$ cat src/rtl/axi_mem_write_slave_if.sv
// Write-path bus bundle (AW, W, B channels) shared by the AXI master driver
// and the memory write slave.
interface axi_mem_write_slave_if #(
  parameter int ID_W = 4
);
  logic            awvalid;
  logic            awready;
  logic [ID_W-1:0] awid;
  logic [3:0]      awlen;
  logic [2:0]      awsize;
  logic [31:0]     awaddr;
  logic [1:0]      awburst;
  logic            wvalid;
  logic            wready;
  logic [ID_W-1:0] wid;
  logic [31:0]     wdata;
  logic [3:0]      wstrb;
  logic            wlast;
  logic            bvalid;
  logic            bready;
  logic [ID_W-1:0] bid;
  logic [1:0]      bresp;

  modport slave (
    input  awvalid, awid, awlen, awsize, awaddr, awburst,
    input  wvalid, wid, wdata, wstrb, wlast, bready,
    output awready, wready, bvalid, bid, bresp
  );

  modport master (
    output awvalid, awid, awlen, awsize, awaddr, awburst,
    output wvalid, wid, wdata, wstrb, wlast, bready,
    input  awready, wready, bvalid, bid, bresp
  );
endinterface

$ cat src/rtl/axi_mem_write_slave.sv
// AXI3-style write slave: one burst at a time into a strobed word memory, B response,
// registered backdoor read. Define AXI_MEM_WRAP_BURST_EN to accept WRAP bursts.
module axi_mem_write_slave #(
  parameter int MEM_DEPTH = 128,
  parameter int ID_W      = 4
) (
  input  logic                        clk,
  input  logic                        rst,
  axi_mem_write_slave_if.slave        bus,
  input  logic [31:0]                 dbg_addr,
  output logic [31:0]                 dbg_rdata
);
  localparam int IDX_W = (MEM_DEPTH > 1) ? $clog2(MEM_DEPTH) : 1;

  typedef enum logic [1:0] {S_IDLE, S_DATA, S_RESP} state_t;

  state_t          r_state;
  logic            r_awready;
  logic            r_wready;
  logic            r_bvalid;
  logic [ID_W-1:0] r_bid;
  logic [1:0]      r_bresp;
  logic            r_err;
  logic [3:0]      r_cnt;

  logic [ID_W-1:0] r_id;
  logic [31:0]     r_start;
  logic [31:0]     r_addr;
  logic [3:0]      r_len;
  logic [2:0]      r_size;
  logic [1:0]      r_burst;

  logic [31:0]     r_mem [MEM_DEPTH];
  logic [31:0]     r_dbg_rdata;

  logic            w_aw_hs;
  logic            w_w_hs;
  logic            w_last_beat;
  logic            w_wrap_err;
  logic            w_cfg_err;
  logic            w_beat_err;
  logic            w_we;
  logic [31:0]     w_word;
  logic            w_in_range;
  logic [31:0]     w_dbg_word;
  logic            w_dbg_in_range;
  logic [31:0]     w_next_addr;

  // WRAP keeps the address inside a (len+1)<<size container aligned down from the start.
  function automatic logic [31:0] f_next_addr(input logic [31:0] addr,
                                              input logic [31:0] start,
                                              input logic [3:0]  len,
                                              input logic [2:0]  size,
                                              input logic [1:0]  burst);
    logic [31:0] incr;
    logic [31:0] span;
    logic [31:0] nxt;
    incr = 32'(1) << size;
    span = (32'(len) + 32'd1) << size;
    nxt  = addr + incr;
    case (burst)
      2'b00:   f_next_addr = addr;
      2'b10:   f_next_addr = (start & ~(span - 32'd1)) | (nxt & (span - 32'd1));
      default: f_next_addr = nxt;
    endcase
  endfunction

  assign w_aw_hs     = (r_state == S_IDLE) && r_awready && bus.awvalid;
  assign w_w_hs      = (r_state == S_DATA) && r_wready && bus.wvalid;
  assign w_last_beat = (r_cnt == r_len);

`ifdef AXI_MEM_WRAP_BURST_EN
  assign w_wrap_err = (r_burst == 2'b10) &&
                      (!((r_len == 4'd1) || (r_len == 4'd3) || (r_len == 4'd7) || (r_len == 4'd15)) ||
                       ((r_start & ((32'(1) << r_size) - 32'd1)) != 32'd0));
`else
  assign w_wrap_err = (r_burst == 2'b10);
`endif

  assign w_cfg_err   = (r_size > 3'd2) || (r_burst == 2'b11) || w_wrap_err;
  assign w_word      = r_addr >> 2;
  assign w_in_range  = (w_word < 32'(MEM_DEPTH));
  assign w_beat_err  = w_cfg_err || !w_in_range || (bus.wid != r_id) ||
                       (bus.wlast != w_last_beat);
  assign w_we        = w_w_hs && !r_err && !w_beat_err;
  assign w_next_addr = f_next_addr(r_addr, r_start, r_len, r_size, r_burst);

  assign w_dbg_word     = dbg_addr >> 2;
  assign w_dbg_in_range = (w_dbg_word < 32'(MEM_DEPTH));

  always_ff @(posedge clk) begin
    if (rst) begin
      r_state   <= S_IDLE;
      r_awready <= 1'b0;
      r_wready  <= 1'b0;
      r_bvalid  <= 1'b0;
      r_bid     <= '0;
      r_bresp   <= 2'b00;
      r_err     <= 1'b0;
      r_cnt     <= '0;
    end else begin
      case (r_state)
        S_IDLE: begin
          if (w_aw_hs) begin
            r_awready <= 1'b0;
            r_wready  <= 1'b1;
            r_cnt     <= '0;
            r_err     <= 1'b0;
            r_state   <= S_DATA;
          end else begin
            r_awready <= 1'b1;
          end
        end
        S_DATA: begin
          if (w_w_hs) begin
            r_cnt <= r_cnt + 4'd1;
            if (w_beat_err) r_err <= 1'b1;
            // Beat count alone closes the burst; a misplaced wlast only flags the error.
            if (w_last_beat) begin
              r_wready <= 1'b0;
              r_bvalid <= 1'b1;
              r_bid    <= r_id;
              r_bresp  <= (r_err || w_beat_err) ? 2'b10 : 2'b00;
              r_state  <= S_RESP;
            end
          end
        end
        S_RESP: begin
          if (r_bvalid && bus.bready) begin
            r_bvalid  <= 1'b0;
            r_awready <= 1'b1;
            r_state   <= S_IDLE;
          end
        end
        default: begin
          r_state   <= S_IDLE;
          r_awready <= 1'b0;
          r_wready  <= 1'b0;
          r_bvalid  <= 1'b0;
        end
      endcase
    end
  end

  always_ff @(posedge clk) begin
    if (w_aw_hs) begin
      r_id    <= bus.awid;
      r_start <= bus.awaddr;
      r_addr  <= bus.awaddr;
      r_len   <= bus.awlen;
      r_size  <= bus.awsize;
      r_burst <= bus.awburst;
    end else if (w_w_hs) begin
      r_addr  <= w_next_addr;
    end
  end

  always_ff @(posedge clk) begin
    if (w_we) begin
      for (int b = 0; b < 4; b++) begin
        if (bus.wstrb[b]) r_mem[w_word[IDX_W-1:0]][8*b +: 8] <= bus.wdata[8*b +: 8];
      end
    end
  end

  always_ff @(posedge clk) begin
    if (rst) begin
      r_dbg_rdata <= '0;
    end else begin
      r_dbg_rdata <= w_dbg_in_range ? r_mem[w_dbg_word[IDX_W-1:0]] : 32'd0;
    end
  end

  assign bus.awready = r_awready;
  assign bus.wready  = r_wready;
  assign bus.bvalid  = r_bvalid;
  assign bus.bid     = r_bid;
  assign bus.bresp   = r_bresp;
  assign dbg_rdata   = r_dbg_rdata;
endmodule

$ cat src/flat_wrapper.sv
// flat-port wrapper written by rule: the top's interface ports become plain ports
module axi_mem_write_slave_flat 
#(
  parameter int MEM_DEPTH = 128,
  parameter int ID_W      = 4
)
  (clk, rst, dbg_addr, dbg_rdata, bus_awvalid, bus_awid, bus_awlen, bus_awsize, bus_awaddr, bus_awburst, bus_wvalid, bus_wid, bus_wdata, bus_wstrb, bus_wlast, bus_bready, bus_awready, bus_wready, bus_bvalid, bus_bid, bus_bresp);
  axi_mem_write_slave_if #(.ID_W(ID_W)) bus_i ();
  input  logic clk;
  input  logic rst;
  input  logic [31:0] dbg_addr;
  output logic [31:0] dbg_rdata;
  input wire logic [$bits(bus_i.awvalid)-1:0] bus_awvalid;
  input wire logic [$bits(bus_i.awid)-1:0] bus_awid;
  input wire logic [$bits(bus_i.awlen)-1:0] bus_awlen;
  input wire logic [$bits(bus_i.awsize)-1:0] bus_awsize;
  input wire logic [$bits(bus_i.awaddr)-1:0] bus_awaddr;
  input wire logic [$bits(bus_i.awburst)-1:0] bus_awburst;
  input wire logic [$bits(bus_i.wvalid)-1:0] bus_wvalid;
  input wire logic [$bits(bus_i.wid)-1:0] bus_wid;
  input wire logic [$bits(bus_i.wdata)-1:0] bus_wdata;
  input wire logic [$bits(bus_i.wstrb)-1:0] bus_wstrb;
  input wire logic [$bits(bus_i.wlast)-1:0] bus_wlast;
  input wire logic [$bits(bus_i.bready)-1:0] bus_bready;
  output wire logic [$bits(bus_i.awready)-1:0] bus_awready;
  output wire logic [$bits(bus_i.wready)-1:0] bus_wready;
  output wire logic [$bits(bus_i.bvalid)-1:0] bus_bvalid;
  output wire logic [$bits(bus_i.bid)-1:0] bus_bid;
  output wire logic [$bits(bus_i.bresp)-1:0] bus_bresp;
  assign bus_i.awvalid = bus_awvalid;
  assign bus_i.awid = bus_awid;
  assign bus_i.awlen = bus_awlen;
  assign bus_i.awsize = bus_awsize;
  assign bus_i.awaddr = bus_awaddr;
  assign bus_i.awburst = bus_awburst;
  assign bus_i.wvalid = bus_wvalid;
  assign bus_i.wid = bus_wid;
  assign bus_i.wdata = bus_wdata;
  assign bus_i.wstrb = bus_wstrb;
  assign bus_i.wlast = bus_wlast;
  assign bus_i.bready = bus_bready;
  assign bus_awready = bus_i.awready;
  assign bus_wready = bus_i.wready;
  assign bus_bvalid = bus_i.bvalid;
  assign bus_bid = bus_i.bid;
  assign bus_bresp = bus_i.bresp;
  axi_mem_write_slave #(.MEM_DEPTH(MEM_DEPTH), .ID_W(ID_W)) u_core (.clk(clk), .rst(rst), .bus(bus_i), .dbg_addr(dbg_addr), .dbg_rdata(dbg_rdata));
endmodule
$ cat config.mk
export PLATFORM = sky130hd
export DESIGN_NAME = axi_mem_write_slave_flat
export DESIGN_NICKNAME = d
export VERILOG_FILES = /design/src/rtl/axi_mem_write_slave_if.sv /design/src/rtl/axi_mem_write_slave.sv /design/src/flat_wrapper.sv
export SDC_FILE = /design/constraint.sdc
export NUM_CORES = 2
export LEC_CHECK = 0
export CAP_MARGIN = 20
export CORE_ASPECT_RATIO = 2
export CORE_MARGIN = 2
export CORE_UTILIZATION = 50
export DETAILED_ROUTE_END_ITERATION = 6
export GPL_TIMING_DRIVEN = 0
export PLACE_DENSITY = 0.74
export SLEW_MARGIN = 20
export SYNTH_ARGS = -nofsm -noshare
export SYNTH_HDL_FRONTEND = slang
export SYNTH_SLANG_ARGS = --single-unit
export TNS_END_PERCENT = 50
$ cat constraint.sdc
create_clock -name clk -period 3.38 [get_ports clk]
set_clock_uncertainty 0.1 [all_clocks]
set_input_delay 0.676 -clock clk [delete_from_list [all_inputs] [get_ports clk]]
set_output_delay 0.676 -clock clk [all_outputs]
set_load 0.05 [all_outputs]
==> impl_metrics.env <==
export IMPL_synth_common_cells="4173 x edfxtp_1, 1344 x mux4_2, 597 x nor2_1, 259 x clkbuf_1, 187 x nand2_1"
export IMPL_endpoint_kind="register"
export IMPL_synth_area_leader_cell="edfxtp_1"
export IMPL_vdd_drop_max_v=0.000455
export IMPL_synth_mux_area_share_pct=18.9
export IMPL_synth_top_area_share_pct=76.5
export IMPL_drv_cap=0
export IMPL_worst_pin_slew_ns=1.26
export IMPL_vias_per_cell=6.77
export IMPL_hold_viol=41
export IMPL_yosys_top_cells_area="edfxtp_1 77%, mux4_2 18%, nor2_1 1.4%"
export IMPL_ys_seq_area_share_pct=77.1
export IMPL_rows=297
export IMPL_clk_pin_slew_ns=0.07
export IMPL_max_stage_delay_ns=0.58
export IMPL_yosysWarnings=0
export IMPL_grt_pass1_vias=87162
export IMPL_drcViolationCount=0
export IMPL_worstPathCellList="clkbuf_1, and3b_2, clkbuf_2, nand2_2, nor2_4"
export IMPL_yosysUniqueCellTypes=60
export IMPL_fin_cells=12674
export IMPL_synth_edf_count=4173
export IMPL_grt_pass1_wl_um=735000
export IMPL_wl_met1_um=138000
export IMPL_cp_max_fo=10
export IMPL_ant_nets=0
export IMPL_total_power_mw=107
export IMPL_criticalPathCategory="register to register"
export IMPL_synth_most_common_cell="edfxtp_1"
export IMPL_gp_congestion=0.990
export IMPL_leakagePower_nw=60.2
export IMPL_avgRoutedWirePerCell_um=44.2
export IMPL_rsz0062_at_grt="true"
export IMPL_dp_hpwl_um=383000
export IMPL_slew_headroom_pct=15.9
export IMPL_coreArea_mm2=0.327
export IMPL_clockBufferDepth=4
export IMPL_die_h_um=813
export IMPL_clock_sinks=4220
export IMPL_setup_viol=450
export IMPL_start_kind="register"
export IMPL_dieArea_mm2=0.332
export IMPL_cp_data_arrival_time_ns=4.13
export IMPL_antenna_found_initial=38
export IMPL_synthAdderAreaFrac_pct=0.104
export IMPL_worst_hold_slack_ns=-0.0378
export IMPL_fillCellCount=21291
export IMPL_fin_util_pct=60.0
export IMPL_cts_tree="done"
export IMPL_synthToLayoutAreaGrowth_pct=19.6
export IMPL_root_buffer="clkbuf_16"
export IMPL_syn_nets=7251
export IMPL_gr_total_overflow=0
export IMPL_synth_async_reset_ratio_pct=0
export IMPL_dr_wl_met3_um=53000
export IMPL_drtIter0Drc=12195
export IMPL_pin_count=164
export IMPL_min_path_type="primary input to register"
export IMPL_nNetsFinal=8182
export IMPL_fin_crit_sh_pct=105
export IMPL_dr_max_layer_used="met5"
export IMPL_synth_top_family_by_area="multiplexers"
export IMPL_synth_xor_xnor_area_share_pct=0.257
export IMPL_grt_max_degree=117
export IMPL_grtUsageTotal_pct=33.3
export IMPL_numPortBuffers=152
export IMPL_start_util_pct=50.1
export IMPL_vias=85768
export IMPL_max_freq_ghz=0.281
export IMPL_synth_avg_cell_area_um2=23.0
export IMPL_violations="negative hold slack, negative setup slack"
export IMPL_period_minus_slack_ns=3.56
export IMPL_required_ns=3.95
export IMPL_synthesis_area_mm2=0.164
export IMPL_synth_simple_area_share_pct=2.26
export IMPL_synth_ff_latch_count=4220
export IMPL_dr_pass1_iters=6
export IMPL_synthFlopType="edfxtp_1"
export IMPL_wl_met2_um=287000
export IMPL_fin_ws_ns=-0.180
export IMPL_cts_made_buffers=351
export IMPL_power_density_mw_per_mm2=544
export IMPL_synthCells=7115
export IMPL_run_status="finished, violations left"
export IMPL_clk_latency_ns=1.06
export IMPL_die_w_um=409
export IMPL_drt_wl_total_um=560000
export IMPL_layout_drive_gt1_share_pct=40.1
export IMPL_drv_slew=0
export IMPL_synth_compound_area_share_pct=0.376
export IMPL_slowest_stage="nand2_2"
export IMPL_placed_cells=11675
export IMPL_h_tree_depth=5
-- layout make-up --
type,instances,area [um^2],share of cell area [%]
Sequential cell,4220,126000,64.4
Multi-Input combinational cell,2476,40500,20.7
Timing Repair Buffer,580,9300,4.74
Clock buffer,400,9140,4.66
Tap cell,4335,5420,2.77
Buffer,403,2850,1.45
Clock inverter,230,2340,1.19
Inverter,14,52.6,0.0268
Antenna cell,16,40.0,0.0204
-- cell families (layout without fill, tap and decap cells) --
logic type / count (synthesis) / in the layout
compound gates: 103 / 103
fa+ha+maj: 13 / 13
flops: 4220 / 4220
simple gates: 905 / 905
mux: 1406 / 1406
xor+xnor: 48 / 48
other cells: 1 / 17
buf+inv: 419 / 1627
-- per-layer routing --
layer	vias to the layer above	GRT usage (%)
met5	-	0
met2	7086	58.2
met3	2433	8.37
met1	44259	29.3
li1	31968	-
met4	22	36.6
-- per-stage QoR --
stage	TNS [ns]	worst slack, ns	instance area (um^2)
after floorplan	0	0.000308	164000
after global placement	-	-3.95	171000
after detailed placement	-5341.48	-2.64	173000
after CTS	-38.01	-0.133	194000
after global routing	-26.72	-0.225	196000
final	-25.82	-0.180	196000
-- final timing paths --
path / start / to / slack [ns] / cells after the start
setup / recovery: u_core.r_addr[3] / u_core.r_mem[78][3] / -0.18 / 5
hold / removal: bus_wdata[13] / u_core.r_mem[66][13] / -0.04 / 1
setup reg to reg: u_core.r_addr[3] / u_core.r_mem[78][3] / -0.18 / 5
hold reg to reg: u_core.bus.bid[3] / u_core.bus.bid[3] / 0.41 / 2
-- critical path, delay by kind of cell (launching register included) --
| kind | cells | cell delay [ns] |
|---|---|---|
| AND/OR/NAND/NOR | 3 | 1.58 |
| buffers and inverters | 2 | 1.01 |
| flip-flops | 1 | 0.47 |
-- layout by cell type, fill, tap and decap left out, types with 50 or more instances in the layout --
cell	count
buf_12	284
buf_2	55
buf_4	145
buf_6	62
clkbuf_1	107
clkbuf_16	360
clkbuf_2	100
clkdlybuf4s50_1	120
clkinv_1	79
clkinv_2	66
edfxtp_1	4173
mux2i_1	50
mux4_2	1344
nand2_1	61
nand2_2	80
nor2_1	70
nor2_4	500
-- where the power goes --
| group | switching (mW) | internal [mW] | total [mW] | leakage (nW) |
|---|---|---|---|---|
| Sequential | 0.0450 | 57.5 | 57.5 | 37.9 |
| Clock | 19.2 | 22.8 | 42.0 | 5.59 |
| Combinational | 4.47 | 2.48 | 6.95 | 16.7 |
-- flip-flops by register name, indices dropped and copies added (netlist names) --
signal,count
u_core.r_cnt,4
u_core.bus.bresp,1
u_core.r_addr,32
u_core.r_mem,4096
u_core.r_id,4
u_core.bus.wready,1
u_core.dbg_rdata,32
u_core.r_burst,2
u_core.bus.awready,1
u_core.r_start,32
u_core.bus.bvalid,1
u_core.bus.bid,4
u_core.r_state,2
u_core.r_len,4
u_core.r_err,1
u_core.r_size,3
-- what timing repair did --
item                                     CTS  global route
resized for setup                       1529           260
buffers inserted                         242            98
gates cloned                               1             1
pin swaps                                311           140
hold endpoints to repair                 102             5
hold buffers                              11             1
endpoints found under the setup margin  4156          4107
No activity file was read; power rests on OpenSTA's default activity.
